==> config.mk <==
export PLATFORM = sky130hd
export DESIGN_NAME = psc_trigger_tx_scheduler
export DESIGN_NICKNAME = d
export VERILOG_FILES = /design/src/rtl/psc_trigger_tx_scheduler.sv
export SDC_FILE = /design/constraint.sdc
export NUM_CORES = 1
export LEC_CHECK = 0
export BUFFER_PORTS_ARGS = -buffer_cell sky130_fd_sc_hd__buf_2
export CAP_MARGIN = 10
export CORE_UTILIZATION = 55
export DETAILED_ROUTE_END_ITERATION = 6
export GPL_TIMING_DRIVEN = 0
export PLACE_DENSITY = 0.75
export SLEW_MARGIN = 20
export SYNTH_ARGS = -nofsm -noshare
export SYNTH_HDL_FRONTEND = slang
export SYNTH_SLANG_ARGS = --single-unit
==> constraint.sdc <==
create_clock -name clk -period 3.3 [get_ports clk]
set_input_delay 0.825 -clock clk [delete_from_list [all_inputs] [get_ports clk]]
set_output_delay 0.825 -clock clk [all_outputs]
set_load 0.05 [all_outputs]
==> src/rtl/psc_trigger_tx_scheduler.sv <==
// PSC trigger transmit scheduler: chooses which frame (trigger, command or
// keepalive) goes out next on a slot-timed serial link, and steps the ROM
// byte address / load strobe for the encoder one symbol slot at a time.
module psc_trigger_tx_scheduler #(
  parameter int TICK_DIV        = 50,
  parameter int FRAME_LEN       = 8,
  parameter int GAP_SLOTS       = 2,
  parameter int KEEPALIVE_SLOTS = 100
) (
  input  logic       clk,
  input  logic       reset,
  input  logic       evr_trigger,
  input  logic       cmd_req,
  output logic       cmd_ack,
  output logic [3:0] tx_counter,
  output logic [1:0] frame_type,
  output logic       is_trigger,
  output logic       load_register,
  output logic       tx_busy,
  output logic [7:0] overrun_count,
  output logic [1:0] fsm_state
);

  localparam int SLOT_W = (TICK_DIV > 1) ? $clog2(TICK_DIV) : 1;

  localparam logic [1:0] FT_KEEPALIVE = 2'b00;
  localparam logic [1:0] FT_TRIGGER   = 2'b01;
  localparam logic [1:0] FT_COMMAND   = 2'b10;

  typedef enum logic [1:0] {
    IDLE = 2'd0,
    SEND = 2'd1,
    GAP  = 2'd2
  } state_t;

  state_t            state_q, state_d;
  logic [SLOT_W-1:0] slot_q, slot_d;
  logic              sync1_q, sync2_q, sync3_q;
  logic              trig_pend_q, trig_pend_d;
  logic              cmd_req_q;
  logic [15:0]       ka_cnt_q, ka_cnt_d;
  logic              ka_due_q, ka_due_d;
  logic [3:0]        gap_q, gap_d;
  logic [3:0]        tx_counter_q, tx_counter_d;
  logic [1:0]        frame_type_q, frame_type_d;
  logic              is_trigger_q, is_trigger_d;
  logic              load_q, load_d;
  logic              ack_q, ack_d;
  logic              busy_q, busy_d;
  logic [7:0]        ovr_q, ovr_d;

  logic tick;
  logic trig_edge;
  logic cmd_pend;

  assign tick      = (slot_q == SLOT_W'(TICK_DIV - 1));
  assign trig_edge = sync2_q & ~sync3_q;
  // Command request/acknowledge: cmd_req is a level the host holds until it
  // sees the one-cycle cmd_ack; a request must be seen on two consecutive
  // cycles, so one raised in a tick cycle waits for the next tick, and a
  // request dropped before its tick is simply never granted.
  assign cmd_pend  = cmd_req_q & cmd_req;

  // Synchroniser chain for the asynchronous trigger plus an edge-history flop.
  always_ff @(posedge clk or negedge reset) begin
    if (!reset) begin
      sync1_q   <= 1'b0;
      sync2_q   <= 1'b0;
      sync3_q   <= 1'b0;
      cmd_req_q <= 1'b0;
    end else begin
      sync1_q   <= evr_trigger;
      sync2_q   <= sync1_q;
      sync3_q   <= sync2_q;
      cmd_req_q <= cmd_req;
    end
  end

  // State and registered-output flops.
  always_ff @(posedge clk or negedge reset) begin
    if (!reset) begin
      state_q      <= IDLE;
      slot_q       <= '0;
      trig_pend_q  <= 1'b0;
      ka_cnt_q     <= '0;
      ka_due_q     <= 1'b0;
      gap_q        <= '0;
      tx_counter_q <= '0;
      frame_type_q <= '0;
      is_trigger_q <= 1'b0;
      load_q       <= 1'b0;
      ack_q        <= 1'b0;
      busy_q       <= 1'b0;
      ovr_q        <= '0;
    end else begin
      state_q      <= state_d;
      slot_q       <= slot_d;
      trig_pend_q  <= trig_pend_d;
      ka_cnt_q     <= ka_cnt_d;
      ka_due_q     <= ka_due_d;
      gap_q        <= gap_d;
      tx_counter_q <= tx_counter_d;
      frame_type_q <= frame_type_d;
      is_trigger_q <= is_trigger_d;
      load_q       <= load_d;
      ack_q        <= ack_d;
      busy_q       <= busy_d;
      ovr_q        <= ovr_d;
    end
  end

  // Slot timing, frame selection, byte stepping, keepalive and overrun logic.
  always_comb begin
    state_d      = state_q;
    slot_d       = tick ? '0 : slot_q + 1'b1;
    trig_pend_d  = trig_pend_q;
    ka_cnt_d     = ka_cnt_q;
    ka_due_d     = ka_due_q;
    gap_d        = gap_q;
    tx_counter_d = tx_counter_q;
    frame_type_d = frame_type_q;
    is_trigger_d = is_trigger_q;
    load_d       = 1'b0;
    ack_d        = 1'b0;
    busy_d       = busy_q;
    ovr_d        = ovr_q;

    unique case (state_q)
      IDLE: begin
        if (tick) begin
          if (trig_pend_q || cmd_pend || ka_due_q) begin
            // Selecting tick: first byte goes out now, frame type frozen.
            state_d      = SEND;
            tx_counter_d = '0;
            gap_d        = '0;
            load_d       = 1'b1;
            busy_d       = 1'b1;
            ka_cnt_d     = '0;
            ka_due_d     = 1'b0;
            if (trig_pend_q) begin
              frame_type_d = FT_TRIGGER;
              trig_pend_d  = 1'b0;
            end else if (cmd_pend) begin
              frame_type_d = FT_COMMAND;
              ack_d        = 1'b1;
            end else begin
              frame_type_d = FT_KEEPALIVE;
            end
            is_trigger_d = (frame_type_d == FT_TRIGGER);
          end else begin
            // Idle slot: count toward the keepalive, holding at the limit.
            if (ka_cnt_q != 16'(KEEPALIVE_SLOTS)) ka_cnt_d = ka_cnt_q + 16'd1;
            if (ka_cnt_q == 16'(KEEPALIVE_SLOTS - 1)) ka_due_d = 1'b1;
          end
        end
      end
      SEND: begin
        if (tick) begin
          // The tick closing the last byte's slot starts the gap.
          if (tx_counter_q == 4'(FRAME_LEN - 1)) begin
            state_d = GAP;
            gap_d   = '0;
          end else begin
            tx_counter_d = tx_counter_q + 4'd1;
            load_d       = 1'b1;
          end
        end
      end
      GAP: begin
        if (tick) begin
          if (gap_q == 4'(GAP_SLOTS - 1)) begin
            state_d      = IDLE;
            tx_counter_d = '0;
            busy_d       = 1'b0;
          end else begin
            gap_d = gap_q + 4'd1;
          end
        end
      end
      default: state_d = IDLE;
    endcase

    // A trigger that cannot be queued is counted rather than stacked.
    if (trig_edge) begin
      if (trig_pend_q || (state_q == SEND && frame_type_q == FT_TRIGGER)) begin
        if (ovr_q != 8'hFF) ovr_d = ovr_q + 8'd1;
      end else begin
        trig_pend_d = 1'b1;
      end
    end
  end

  assign cmd_ack       = ack_q;
  assign tx_counter    = tx_counter_q;
  assign frame_type    = frame_type_q;
  assign is_trigger    = is_trigger_q;
  assign load_register = load_q;
  assign tx_busy       = busy_q;
  assign overrun_count = ovr_q;
  assign fsm_state     = state_q;

endmodule
==> results.ini <==
[timing]
clock.fmax_ghz = 0.475
setup_tns_ns = 0
layout_setup_ws_ns = 1.20
worstMarginPinSlew_ns = 0.638
setup_viol_count_final = 0
hold_viol_final = 0
min_period_ns = 2.10
period_share_pct = 63.7
fin_skew_ns = 0.0101
grt_setup_unrepaired = no
finalMaxSlewViolations = 0
slew_headroom_pct = 57.5

[synthesis]
yosysTopAreaCell = dfrtp_1
async_flop_share_pct = 100
synth_common_cells = dfrtp_1, nand2_1, nor2_1
syn_nets = 262
syn_area_per_cell_um2 = 10.1
yosys.cell_count.top_type = dfrtp_1
seq_area_frac_synth_pct = 51.6
synth_area_um2 = 2520
netlist.area_leader.share_pct = 51.6
synth_edf_count = 0
yosys_warnings = 0
netlist_instances = 250
yosys.cell_types.count = 46
synthFlopType = dfrtp_1
synth_seq_cells = 52
synthTopCellsByArea = dfrtp_1, xnor2_1, nand2_1, ha_1, o21ai_0

[clock_network]
cts_root_buffer = clkbuf_8
cts_buffers = 5
clkSlewWorstSetupHoldPaths_ns = 0.08
htreeDepth = 2
cts_tree = done
clockBufferDepth = 2
insertion_delay_ns = 0.31
holdBufCountCts = 0
clkSinkCount = 52
cts_resized = 0
postCtsSetupBuffers = 0

[detailed_routing]
route.detailed.drc = 0
post_drt_via_cell_ratio = 5.67
firstDrtPassIters = 4
wl_per_cell_um = 13.6
drt_iter0_drc = 81
num_vias = 1881
drtAntennaViolNets = 0
finalWirelength_um = 4530

[floorplan]
core_area_um2 = 4380
row_count = 24
initial_core_util_pct = 57.5
dieWidth_um = 69.7
die_area_um2 = 4860
die_y_um = 69.7
io_pins = 24

[critical_path]
critPathLaunchType = register
cp.required_ns = 3.47
worstSetupPathType = reg2reg
end_kind = register
crit_fanout = 10
cp.arrival_ns = 2.28

[power_and_ir_drop]
p_leak_uw = 0.00123
peakVddDrop_v = 0.000453
power_density_nw_per_um2 = 458

[final_layout]
stdcell_count = 332
area_growth_pct = 10.3
antenna_cells = 0
utilization_pct = 63.4
nets = 292
drive_gt1_share_pct = 13.6

[global_routing]
grt_pass1_vias = 1816
grt_max_degree = 53
track_usage_pct = 20.8
antenna_found_initial = 0
grt-ovfl-total = 0
grt_pass1_wl_um = 8060

[placement]
dp_hpwl_um = 3170
place_inst = 325
dp_slack_ns = 1.06
gp_congestion = 0.816
portBuffers = 23

[flow_run]
maxCapViolations = 0

[run_status]
outcome = complete, no violations

[min_path]
hp-class = reg2reg

-- layout make-up --
cell class,count,area [um2]
clock buffers,6,72.6
fillers,374,1600
multi-input cells,180,1130
inverters,11,41.3
clock inverters,1,5.00
repair buffers,23,118
well taps,52,65.1
flip-flops and latches,52,1300
plain buffers,7,43.8
-- layout by cell type, fill, tap and decap left out, types with 2 or more instances in the layout --
master / netlist / routed
a21oi_1: 9 / 9
a31oi_1: 2 / 2
and2_1: 3 / 3
and3_1: 5 / 5
and4_1: 2 / 2
buf_2: 2 / 24
buf_6: 2 / 2
clkbuf_1: 3 / 4
clkbuf_8: 0 / 5
dfrtp_1: 52 / 52
ha_1: 8 / 8
inv_1: 11 / 11
nand2_1: 28 / 28
nand2b_1: 4 / 4
nand3_1: 14 / 14
nand4_1: 3 / 3
nor2_1: 21 / 21
nor3_1: 11 / 11
nor4_1: 3 / 3
o21ai_0: 17 / 17
o2bb2ai_1: 2 / 2
o31ai_1: 3 / 3
or3_1: 5 / 5
xnor2_1: 15 / 15
xor2_1: 3 / 3
-- power by group --
part	leakage (uW)	internal, uW	switching [uW]
sequential	0.000592	673	37.5
clock	0.0000410	145	197
combinational	0.000596	56.8	166
-- metal layers --
layer	global-route usage, %	wire (um)
met5	0	0
met4	7.56	63
met3	4.80	154
met2	31.8	2020
met1	29.1	2290
-- cells by family (layout without fill, tap and decap cells) --
| kind of cell | after synthesis | in the layout | synth area share, % |
|---|---|---|---|
| flops | 52 | 52 | 51.6 |
| compound gates | 45 | 45 | 12.4 |
| simple gates | 107 | 107 | 21.5 |
| mux | 2 | 2 | 0.893 |
| xor+xnor | 18 | 18 | 6.25 |
| fa+ha+maj | 8 | 8 | 3.97 |
| buf+inv | 18 | 48 | 3.37 |
-- worst paths after layout --
path                                           from                        to  slack, ns  cells after the start
worst min register to register    sync1_q$_DFF_PN0_         sync2_q$_DFF_PN0_       0.36                      0
worst max register to register  slot_q[1]$_DFF_PN0_      ka_due_q$_DFFE_PN0P_       1.20                      7
min in group asynchronous                     reset  ka_cnt_q[11]$_DFFE_PN0P_       0.53                      1
worst max-delay path            slot_q[1]$_DFF_PN0_      ka_due_q$_DFFE_PN0P_       1.20                      7
worst min-delay path              sync1_q$_DFF_PN0_         sync2_q$_DFF_PN0_       0.36                      0
max in group asynchronous                     reset         sync2_q$_DFF_PN0_       2.33                      1
-- flip-flops by register name (all words and copies together), names as in the netlist, 2 cells and up --
register,flops
ka_cnt_q,16
overrun_count,8
slot_q,6
gap_q,4
tx_counter,4
frame_type,2
fsm_state,2
-- worst max-delay path, stage by stage, from the launching register on --
cell and delay [ns]:
dfrtp_1 0.40, inv_1 0.06, ha_1 0.17, and4bb_1 0.28
nand2_1 0.17, nor2_1 0.39, clkbuf_1 0.40, nor2_1 0.10
-- stage by stage --
stage / area [um2] / power, uW / hold slack [ns]
floorplan: 2520 / 884 / 0.331
global placement: 2700 / 943 / 0.333
detailed placement: 2700 / 946 / 0.341
CTS: 2780 / 1290 / 0.361
global route: 2780 / 1330 / 0.373
finish: 2780 / 1270 / 0.357
Power figures use the tool's default switching activity.
